<file path="src/rtl/eth_manchester_rx.sv">
// 10BASE-T Manchester receive decoder.
// The line is synchronised and its mid-bit transitions are recovered with a holdoff
// window. A preamble/SFD hunt then runs, and frame bytes are delivered LSB-first with
// start/end-of-frame strobes. Link pulses (NLP) never get past the preamble hunt.
//
// Output strobe semantics: rx_valid, rx_sof and rx_eof are single-cycle strobes.
// There is no back-pressure, so the consumer must accept a byte in the cycle
// rx_valid is high. rx_data stays stable until the next rx_valid. rx_err is
// meaningful only while rx_eof is high.
module eth_manchester_rx #(
  parameter int CLKS_PER_BIT = 10,
  parameter int HOLDOFF      = (CLKS_PER_BIT * 3) / 4,
  parameter int TIMEOUT      = (CLKS_PER_BIT * 3) / 2,
  parameter int PREAMBLE_MIN = 16,
  parameter bit INVERT       = 1'b0
) (
  input  logic       CLK,
  input  logic       RST_N,
  input  logic       eth_rx,
  output logic [7:0] rx_data,
  output logic       rx_valid,
  output logic       rx_sof,
  output logic       rx_eof,
  output logic       rx_err,
  output logic       rx_active,
  output logic [1:0] dbg_state
);

  localparam int HW = $clog2(HOLDOFF + 1);
  localparam int TW = $clog2(TIMEOUT + 1);

  typedef enum logic [1:0] {
    IDLE = 2'd0,
    HUNT = 2'd1,
    DATA = 2'd2
  } state_t;

  logic          s1_q, s2_q, hist_q;
  logic          s_w, edge_w, accept_w, tout_w;
  logic [HW-1:0] hold_q;
  logic [TW-1:0] tcnt_q;
  logic          bit_stb_q, bit_q, tout_q;

  state_t        state_q;
  logic [7:0]    cnt_q;
  logic          prev_q;
  logic [2:0]    bitcnt_q;
  logic [7:0]    shift_q;
  logic [7:0]    rx_data_q;
  logic          rx_valid_q, rx_sof_q, rx_eof_q, rx_err_q, rx_active_q;

  // An edge is accepted only outside the holdoff window. This rejects bit-boundary
  // transitions. The timeout is reported only when no edge arrives in that cycle,
  // so an edge wins over a timeout.
  assign s_w      = s2_q ^ INVERT;
  assign edge_w   = (s_w != hist_q);
  assign accept_w = edge_w && (hold_q == '0);
  assign tout_w   = (tcnt_q == TW'(TIMEOUT)) && !accept_w;

  // Two-flop synchroniser plus one-flop history for edge detection.
  // The history flop resets to the idle level so no edge is seen after reset.
  always_ff @(posedge CLK or negedge RST_N) begin
    if (!RST_N) begin
      s1_q   <= 1'b0;
      s2_q   <= 1'b0;
      hist_q <= INVERT;
    end else begin
      s1_q   <= eth_rx;
      s2_q   <= s1_q;
      hist_q <= s_w;
    end
  end

  // Bit recovery runs the holdoff and carrier timers.
  // It registers the bit strobe (the new level) and the timeout level.
  always_ff @(posedge CLK or negedge RST_N) begin
    if (!RST_N) begin
      hold_q    <= '0;
      tcnt_q    <= '0;
      bit_stb_q <= 1'b0;
      bit_q     <= 1'b0;
      tout_q    <= 1'b0;
    end else begin
      bit_stb_q <= accept_w;
      bit_q     <= s_w;
      tout_q    <= tout_w;
      if (accept_w) begin
        hold_q <= HW'(HOLDOFF);
        tcnt_q <= '0;
      end else begin
        if (hold_q != '0) hold_q <= hold_q - HW'(1);
        if (tcnt_q != TW'(TIMEOUT)) tcnt_q <= tcnt_q + TW'(1);
      end
    end
  end

  // Frame FSM covers the preamble/SFD hunt and byte assembly. All outputs are registered.
  always_ff @(posedge CLK or negedge RST_N) begin
    if (!RST_N) begin
      state_q     <= IDLE;
      cnt_q       <= '0;
      prev_q      <= 1'b0;
      bitcnt_q    <= '0;
      shift_q     <= '0;
      rx_data_q   <= '0;
      rx_valid_q  <= 1'b0;
      rx_sof_q    <= 1'b0;
      rx_eof_q    <= 1'b0;
      rx_err_q    <= 1'b0;
      rx_active_q <= 1'b0;
    end else begin
      rx_valid_q <= 1'b0;
      rx_sof_q   <= 1'b0;
      rx_eof_q   <= 1'b0;
      rx_err_q   <= 1'b0;
      case (state_q)
        IDLE: begin
          // rx_active drops one cycle after rx_eof.
          rx_active_q <= 1'b0;
          if (bit_stb_q) begin
            state_q <= HUNT;
            cnt_q   <= 8'd1;
            prev_q  <= bit_q;
          end
        end
        HUNT: begin
          if (bit_stb_q) begin
            prev_q <= bit_q;
            if (bit_q != prev_q) begin
              if (cnt_q != 8'd255) cnt_q <= cnt_q + 8'd1;
            end else if (prev_q && bit_q && (cnt_q >= 8'(PREAMBLE_MIN))) begin
              // Two consecutive ones after a long enough alternating run mark the SFD.
              state_q     <= DATA;
              rx_sof_q    <= 1'b1;
              rx_active_q <= 1'b1;
              bitcnt_q    <= '0;
              shift_q     <= '0;
            end else begin
              cnt_q <= 8'd1;
            end
          end else if (tout_q) begin
            state_q <= IDLE;
          end
        end
        DATA: begin
          if (bit_stb_q) begin
            shift_q <= {bit_q, shift_q[7:1]};
            if (bitcnt_q == 3'd7) begin
              rx_data_q  <= {bit_q, shift_q[7:1]};
              rx_valid_q <= 1'b1;
              bitcnt_q   <= '0;
            end else begin
              bitcnt_q <= bitcnt_q + 3'd1;
            end
          end else if (tout_q) begin
            // A single trailing bit is the TP_IDL artefact and is not an error.
            rx_eof_q <= 1'b1;
            rx_err_q <= (bitcnt_q >= 3'd2);
            bitcnt_q <= '0;
            state_q  <= IDLE;
          end
        end
        default: state_q <= IDLE;
      endcase
    end
  end

  assign rx_data   = rx_data_q;
  assign rx_valid  = rx_valid_q;
  assign rx_sof    = rx_sof_q;
  assign rx_eof    = rx_eof_q;
  assign rx_err    = rx_err_q;
  assign rx_active = rx_active_q;
  assign dbg_state = state_q;

endmodule

</file>
<file path="config.mk">
export PLATFORM = sky130hd
export DESIGN_NAME = eth_manchester_rx
export DESIGN_NICKNAME = d
export VERILOG_FILES = /design/src/rtl/eth_manchester_rx.sv
export SDC_FILE = /design/constraint.sdc
export NUM_CORES = 1
export LEC_CHECK = 0
export BUFFER_PORTS_ARGS = -buffer_cell sky130_fd_sc_hd__clkbuf_2
export CORE_UTILIZATION = 32
export DETAILED_ROUTE_END_ITERATION = 10
export SLEW_MARGIN = 20
export SYNTH_ARGS = -nofsm -noshare
export SYNTH_HDL_FRONTEND = slang
export SYNTH_SLANG_ARGS = --single-unit
</file>
<file path="constraint.sdc">
create_clock -name CLK -period 2.5 [get_ports CLK]
set_input_delay 0 -clock CLK [delete_from_list [all_inputs] [get_ports CLK]]
set_output_delay 0 -clock CLK [all_outputs]
set_load 0.005 [all_outputs]
</file>
Word-level counts from Yosys, hierarchy flattened
Index checks and enable logic that the tools add are counted.
{"block": "word_totals", "register_bits": 47, "input_bits": 3, "output_inout_bits": 15, "wordCells": 109}
{"block": "classes", "n_addsub": 4, "order_cmp": 2, "n_eq_ne": 19, "mux": 46, "n_reduce_logical": 20}
{"cell": "two-way mux 8 bit", "count": 9}
{"cell": "one-hot mux 8 bit (2 select lines)", "count": 2}
{"cell": "two-way mux 3 bit", "count": 8}
{"cell": "two-way mux 1 bit", "count": 16}
{"cell": "!= test 3 bit (second input constant)", "count": 5}
{"cell": "AND reduction 5 bit", "count": 3}
{"cell": "two-way mux 2 bit", "count": 6}
{"cell": "!= test 2 bit (second input constant)", "count": 6}
{"cell": "adder 8 x 1 -> 8 bit (second input constant)", "count": 1}
{"cell": "greater-or-equal comparator 8 x 5 -> 1 bit (second input constant)", "count": 1}
{"cell": "two-way mux 4 bit", "count": 2}
{"cell": "!= test 8 bit (second input constant)", "count": 1}
{"cell": "AND reduction 4 bit", "count": 2}
{"cell": "nonzero test 2 bit", "count": 4}
{"cell": "one-hot mux 2 bit (3 select lines)", "count": 1}
{"cell": "one-hot mux 3 bit (2 select lines)", "count": 1}
{"cell": "adder 4 x 1 -> 4 bit (second input constant)", "count": 1}
{"cell": "equality test 4 bit (second input constant)", "count": 1}
{"cell": "logical AND 1 bit", "count": 4}
{"cell": "!= test 4 bit (second input constant)", "count": 1}
{"cell": "adder 3 x 1 -> 3 bit (second input constant)", "count": 1}
{"cell": "equality test 3 bit (second input constant)", "count": 1}
{"cell": "greater-or-equal comparator 3 x 2 -> 1 bit (second input constant)", "count": 1}
{"cell": "zero test 3 bit", "count": 1}
{"cell": "other kinds (11)", "count": 12}

Longest topological paths before layout
Gate-level depths: netlist (run 1).
{"block": "logic_depth", "ltp_word": 6, "ltp_mapped": 5}

Worst setup path after synthesis (run 1)
OpenSTA, ideal clock, no wires.
{"block": "synth_timing", "kind": "register to register", "startpoint": "register cnt_q[4]", "endpoint": "register cnt_q[1]", "arrival_ps": 1568, "required_ps": 2379, "path_slack_ps": 811, "path_stages_with_launch": 6, "path_buffers": 1, "cell_sequence": "dfrtp_1 or4_4 buf_6 a21oi_4 o31ai_1 a22o_1"}
{"block": "synth_between", "elab_chain_cells": 4, "word_cells_on_any_way": 6, "cone_classes": "1 x order compare; 3 x eq/ne; 2 x reduce/logical"}
{"element": "start: declaration", "line_no": "45", "rtl": "logic [7:0] cnt_q;"}
{"element": "start signal: assignment", "line_no": "130", "rtl": "if (cnt_q != 8'd255) cnt_q <= cnt_q + 8'd1;"}
{"element": "greater-or-equal comparator 8 x 5 -> 1 bit", "line_no": "131", "rtl": "end else if (prev_q && bit_q && (cnt_q >= 8'(PREAMBLE_MIN))) begin"}
{"element": "logical AND 1 bit", "line_no": "131"}
{"element": "!= test 3 bit (no line)"}
{"element": "AND reduction 5 bit (no line) *"}
Mark *: on every way between the ends. The rest lies on a longest branch, timed or not.
A chain may end at the register's enable or synchronous reset.

Worst setup path in the final report (run 1)
{"block": "layout_timing", "startpoint": "register bit_q", "endpoint": "register cnt_q[1]"}
{"block": "layout_between", "elab_chain_cells": 4, "word_cells_on_any_way": 9, "cone_classes": "3 x eq/ne; 3 x mux; 3 x reduce/logical"}
{"element": "start: declaration", "line_no": "42", "rtl": "logic bit_stb_q, bit_q, tout_q;"}
{"element": "start signal: assignment", "line_no": "85", "rtl": "bit_q <= s_w;"}
{"element": "!= test 1 bit or logical AND 1 bit (tied branches)", "line_no": "129, 131"}
{"element": "two-way mux 8 bit or logical AND 1 bit (tied branches)", "line_no": "129, 131"}
{"element": "two-way mux 8 bit or != test 3 bit (tied branches)"}
{"element": "one-hot mux 8 bit (2 select lines) or AND reduction 5 bit (tied branches)"}
Several ways; a longest one is shown, not always the timed one. The select of a mux whose other input is x is not followed.

==> results.md, run 1 <==
* Peak supply drop at 0.414 mV
* Layout cells sized above 1 at 22.5%
* Buffers on Ports at 17
* Total Routing Usage GR at 12.6%
* Clock latency on the worst-skew pair at 0.29 ns
* Total clock buffers created by CTS at 5
* Setup Fix Bufs, Post-CTS at 0
* Worst EP required at 2.69 ns
* Filler cells at 610
* Remaining DRCs at 0
* Sequential Area at 0.00115 sq mm
* DIE AREA at 0.00682 sq mm
* CTS tree: yes
* Post_cts resized at 0
* Worst-path maximum fanout at 10
* TNS Setup at 0 ns
* Post-synthesis instance total at 175
* Footprint of the multi-input gates at 870 sq um
* Fmax achieved at 0.549 GHz
* Clock Tree Buf Depth at 2
* Fraction of registers with async set/reset at 100%
* # IOs at 18
* Routed len/inst at 12.9 microns
* Pwr Total at 0.00206 W
* 1st-pass router iterations at 4
* Final-stage net count at 211
* Starting Density at 34.1%
* RSZ-0062 raised after global routing: false
* Mapped Area at 0.00208 sq mm
* CP Capture Type: register
* Floorplan core area at 0.00610 sq mm
* Layout overhead on the synthesized area at 15.5%
* Max_cap viols at 0
* Clock slew at reported path FFs at 0.08 ns
* Routed WL at 3560 microns
* Reg2reg setup slack at 0.68 ns
* Period Utilization, post-route at 72.8%
* Comb power frac at 21.1%
* Internal power at 0.00147 W
* Worst reg2reg path endpoint: cnt_q[1]
* CP arrival at 2.01 ns
* Via count at 1343
* First-pass GRT wire length at 6200 microns
* Sink Count at 46
* Die Y at 82.6 microns
* Crit start category: register
* Fin cells at 275
* Dpl cells at 265
* Worst-Margin Slew at 0.566 ns
* Hold Path Class: primary input to async pin
* Reg2Reg Launch Point: bit_q
* Ys flop type: dfrtp_1
* Antenna diode count at 0
* Clk root buf: clkbuf_8
* Final Max Slew Viols at 0
* Row cnt at 28
* Status: completed
* Fin crit period at 1.82 ns
* Cell count of the worst reg-to-reg path at 5
* Initial antenna violation count at 0
* Flops & latches, synth at 46
* Slew HR at 62.3%
* Pleak at 1.19 nW
* Final hold violations at 0
* Clock share of power at 32.5%
* Yosys synthesis warning count at 0
* Kind of critical path: register to register
* DR iter-0 viols at 118
* Mapped Avg Cell Area at 11.9 sq um
* Grt total ovfl at 0
* Vias in the first global route at 1298
* Final setup fails at 0
* Die span in x at 82.6 microns
* P_sw at 0.000583 W
* RePlAce Congestion at 0.778
* DR vias/cell at 4.88
* Power per cell area at 857 mW/mm^2
* Largest net degree at the start of global routing at 47
* Sequential element share of the synthesized area at 55.4%
* Final Skew at 0.00737 ns
* Sw frac at 28.3%
* Part of the power in registers at 46.4%
* CTS H-tree lvls at 2
* Synth cell types at 44
* Post-synth EDFFs at 0
* Post-DRT Antenna Nets at 0
* Synth Net Count at 187
* Detailed Place HPWL at 2440 microns
-- what timing repair did --
action	4_1_cts	5_1_grt
hold buffers	2	0
endpoints found under the hold margin	47	0
endpoints found under the setup margin	0	0
-- placed cells by master (no fill, tap or decap), types with 7 or more instances in the layout --
| cell type | instances |
|---|---|
| a21o_1 | 7 |
| a21oi_1 | 7 |
| a22o_1 | 9 |
| clkbuf_2 | 17 |
| dfrtp_1 | 46 |
| ha_1 | 9 |
| inv_1 | 8 |
| mux2_2 | 9 |
| nand2_1 | 7 |
| nor2_1 | 18 |
-- cell families (layout without fill, tap and decap cells) --
| logic type | Yosys count | after routing | share of synthesized area, % |
|---|---|---|---|
| muxes | 12 | 12 | 6.32 |
| AOI/OAI and AO/OA | 41 | 41 | 15.0 |
| buffers and inverters | 11 | 36 | 2.77 |
| and+or+nand+nor | 54 | 54 | 14.3 |
| xor gates and xnor gates | 2 | 2 | 0.843 |
| adders and majority gates | 9 | 9 | 5.42 |
| DFF | 46 | 46 | 55.4 |
-- power by group through the flow --
stage	logic (W)	clock network, W	registers, W
floorplan	0.000353	0	0.000938
global placement	0.000420	0	0.000964
detailed placement	0.000433	0	0.000968
CTS	0.000437	0.000695	0.000954
global route	0.000509	0.000726	0.000978
finish	0.000435	0.000668	0.000954
-- layout make-up --
class / instances / area share (%)
inverter: 8 / 1.25
clock inverter: 2 / 2.50
clock buffer: 6 / 3.44
timing repair buffer: 20 / 4.69
multi-input combinational: 118 / 36.2
tap: 75 / 3.91
sequential: 46 / 48.0
-- routing by layer --
metal | routed length, microns | vias up | GRT usage, %
met3 | 120 | 2 | 3.63
met1 | 1770 | 638 | 16.1
met5 | 0 | - | 0
li1 | - | 682 | -
met2 | 1630 | 21 | 19.7
met4 | 40 | 0 | 5.69
-- registers in the layout, summed over array words and instances, names as in the netlist, 2 cells and up --
signal and cells:
bitcnt_q 3, cnt_q 8, dbg_state 2, hold_q 3, rx_data 8, shift_q 7, tcnt_q 4
-- cell usage after synthesis (2+ instances only) --
cell      instances  share of area, %
nand3_1           3              0.72
mux2_2            9               4.9
a21oi_1           7               1.7
nand2_1           7               1.3
buf_6             2               1.1
xnor2_1           2              0.84
mux2i_1           3               1.4
a31oi_1           5               1.5
nor2_1           18               3.3
a22o_1            9               3.8
inv_1             8               1.4
ha_1              9               5.4
nor3_1            6               1.4
nand2b_1          4               1.2
nor2b_1           2              0.60
a41oi_1           2              0.84
dfrtp_1          46                55
a21o_1            7               2.5
-- critical path, cell delays in order, from the launching register on --
cell and delay (ns):
dfrtp_1 0.44, ha_1 0.36, and3b_2 0.26, a21oi_4 0.30, o31ai_1 0.15, a22o_1 0.20
-- worst max path at each step --
stage                 start          to  cells after the start
2_1_floorplan      cnt_q[4]    cnt_q[1]                      5
3_3_place_gp   dbg_state[1]  rx_data[3]                      4
3_5_place_dp   dbg_state[1]  rx_data[6]                      4
4_1_cts        dbg_state[1]  rx_data[6]                      4
5_1_grt        dbg_state[1]  rx_data[6]                      4
6_report              bit_q    cnt_q[1]                      5
-- stage by stage --
step | setup slack, ns | instance area (sq um) | hold WS (ns) | util, %
2_1_floorplan | 0.811 | 2080 | -0.296 | -
3_3_place_gp | 0.752 | 2240 | 0.111 | 36.7
3_5_place_dp | 0.682 | 2240 | 0.111 | 36.7
4_1_cts | 0.684 | 2400 | 0.336 | 39.4
5_1_grt | 0.547 | 2400 | 0.333 | 39.4
6_report | 0.679 | 2400 | 0.321 | 39.4
Power figures use the tool's default switching activity.
==> inputs of run 2 (changes only) <==
==> constraint.sdc (replaced) <==
create_clock -name CLK -period 1.5 [get_ports CLK]
set_input_delay 0 -clock CLK [delete_from_list [all_inputs] [get_ports CLK]]
set_output_delay 0 -clock CLK [all_outputs]
set_load 0.005 [all_outputs]
==> results.md, run 2 (synthesis results as in run 1) <==
* Status: complete, but fails checks
* Failing checks: setup timing
* Worst EP required at 1.73 ns
* Setup WS post-layout at -0.112 ns
* Kind of critical path: register to register
* Die span in x at 82.6 microns
* RePlAce Congestion at 0.835
* Max_cap viols at 0
* Crit start category: register
* Antenna diode count at 0
* DIE AREA at 0.00682 sq mm
* Period Utilization, post-route at 107%
* Buffers & Inverters on Critical Path at 1
* 1st-pass router iterations at 4
* Starting Density at 34.1%
* Power per cell area at 1250 mW/mm^2
* Initial antenna violation count at 0
* Worst-path cell chain: or4_4, a21oi_4, buf_12, a41oi_2, a21oi_1
* Largest stage delay on the critical path at 0.57 ns
* Slew HR at 68.3%
* Routed WL at 3800 microns
* Most common cell after layout, fill and taps aside: dfrtp_1
* CTS tree: yes
* Footprint of the multi-input gates at 935 sq um
* DR vias/cell at 4.99
* Fin crit period at 1.61 ns
* Final Max Slew Viols at 0
* Clock Tree Buf Depth at 2
* Final Skew at 0.00707 ns
* Final setup fails at 19
* Buffers on Ports at 17
* Dpl ws at -0.151 ns
* Grt total ovfl at 0
* Peak supply drop at 0.538 mV
* Dpl cells at 286
* Clock slew at reported path FFs at 0.09 ns
* Sink Count at 46
* CP max-delay cell: or4_4
* Filler cells at 596
* Final hold violations at 0
* Reg2reg setup slack at -0.11 ns
* Total Routing Usage GR at 12.6%
* RSZ-0062 raised after global routing: true
* Die Y at 82.6 microns
* Commonest non-fill, non-tap cells in the layout: 46 x dfrtp_1, 22 x buf_4, 17 x nor2_1, 17 x clkbuf_2
* Total clock buffers created by CTS at 5
* Pwr Total at 0.00325 W
* DR iter-0 viols at 70
* Largest net degree at the start of global routing at 19
* Floorplan core area at 0.00610 sq mm
* Row cnt at 28
* Vias in the first global route at 1414
* Via count at 1487
* Worst-Margin Slew at 0.475 ns
* Worst-path maximum fanout at 7
* Routed len/inst at 12.7 microns
* Post-DRT Antenna Nets at 0
* Layout overhead on the synthesized area at 24.8%
* Layout cells sized above 1 at 34.1%
* Clk root buf: clkbuf_8
* First-pass GRT wire length at 6290 microns
* Fin cells at 298
* Clock latency on the worst-skew pair at 0.30 ns
* CP arrival at 1.84 ns
* CTS H-tree lvls at 2
* # IOs at 18
* Final-stage net count at 234
* Hold Path Class: primary input to async pin
* Delay-heaviest family, CP: simple AND/OR/NAND/NOR gates
* Remaining DRCs at 0
* Fmax achieved at 0.620 GHz
* Detailed Place HPWL at 2750 microns
* CP Capture Type: register
* Pleak at 1.31 nW
* Final core occ at 42.5%
* Sequential Area at 0.00115 sq mm
## run 2: cell types whose count changed in the layout (fill, tap and decap cells not counted), moves of 2 or more
| cell | delta |
|---|---|
| bufinv_16 | -2 |
| ha_1 | -2 |
| buf_4 | +21 |
| a41oi_1 | -2 |
| a41oi_2 | +2 |
## run 2: through the flow
step | TNS [ns] | hold slack [ns] | cell area [sq um]
floorplan | -1.08 | -0.296 | 2100
global placement | -0.947 | -0.0137 | 2420
detailed placement | -1.26 | -0.0151 | 2420
CTS | -1.32 | 0.195 | 2560
global route | -2.42 | 0.216 | 2590
finish | -1.33 | 0.180 | 2590
## run 2: final timing paths
check | depth (start not counted) | start | end
max | 5 | cnt_q[5] | cnt_q[4]
min | 2 | RST_N | cnt_q[2]
max reg2reg | 5 | cnt_q[5] | cnt_q[4]
min reg2reg | 0 | s1_q | s2_q
max in group asynchronous | 3 | RST_N | rx_err
min in group CLK | 2 | eth_rx | s1_q
## run 2: cell type report
class / count / share of cell area [%]
clock buffer: 5 / 2.65
clock inverter: 3 / 0.965
multi-input combinational: 119 / 36.0
inverter: 8 / 1.16
timing repair buffer: 42 / 11.2
tap: 75 / 3.62
sequential: 46 / 44.4
## run 2: what timing repair did
item / CTS / global route
endpoints found under the hold margin: 17 / 0
setup endpoints to repair: 20 / 27
buffers inserted: 1 / 0
gates cloned: 0 / 1
pin swaps: 5 / 2
resized for setup: 3 / 3
hold buffers: 2 / 0
## run 2: power by group
group          switching [W]  internal (W)  total [W]
registers           0.000161       0.00142    0.00158
clock network       0.000439      0.000337   0.000776
logic               0.000448      0.000453   0.000901
total                0.00105       0.00221    0.00325
## run 2: layer usage
layer	share of wire, %	vias to the layer above	wire length [microns]	GRT usage [%]
li1	-	730	-	-
met1	49	722	1860	16.0
met2	45	28	1720	19.7
met3	3.1	7	119	2.97
met4	2.5	0	96	7.41
met5	0	-	0	0
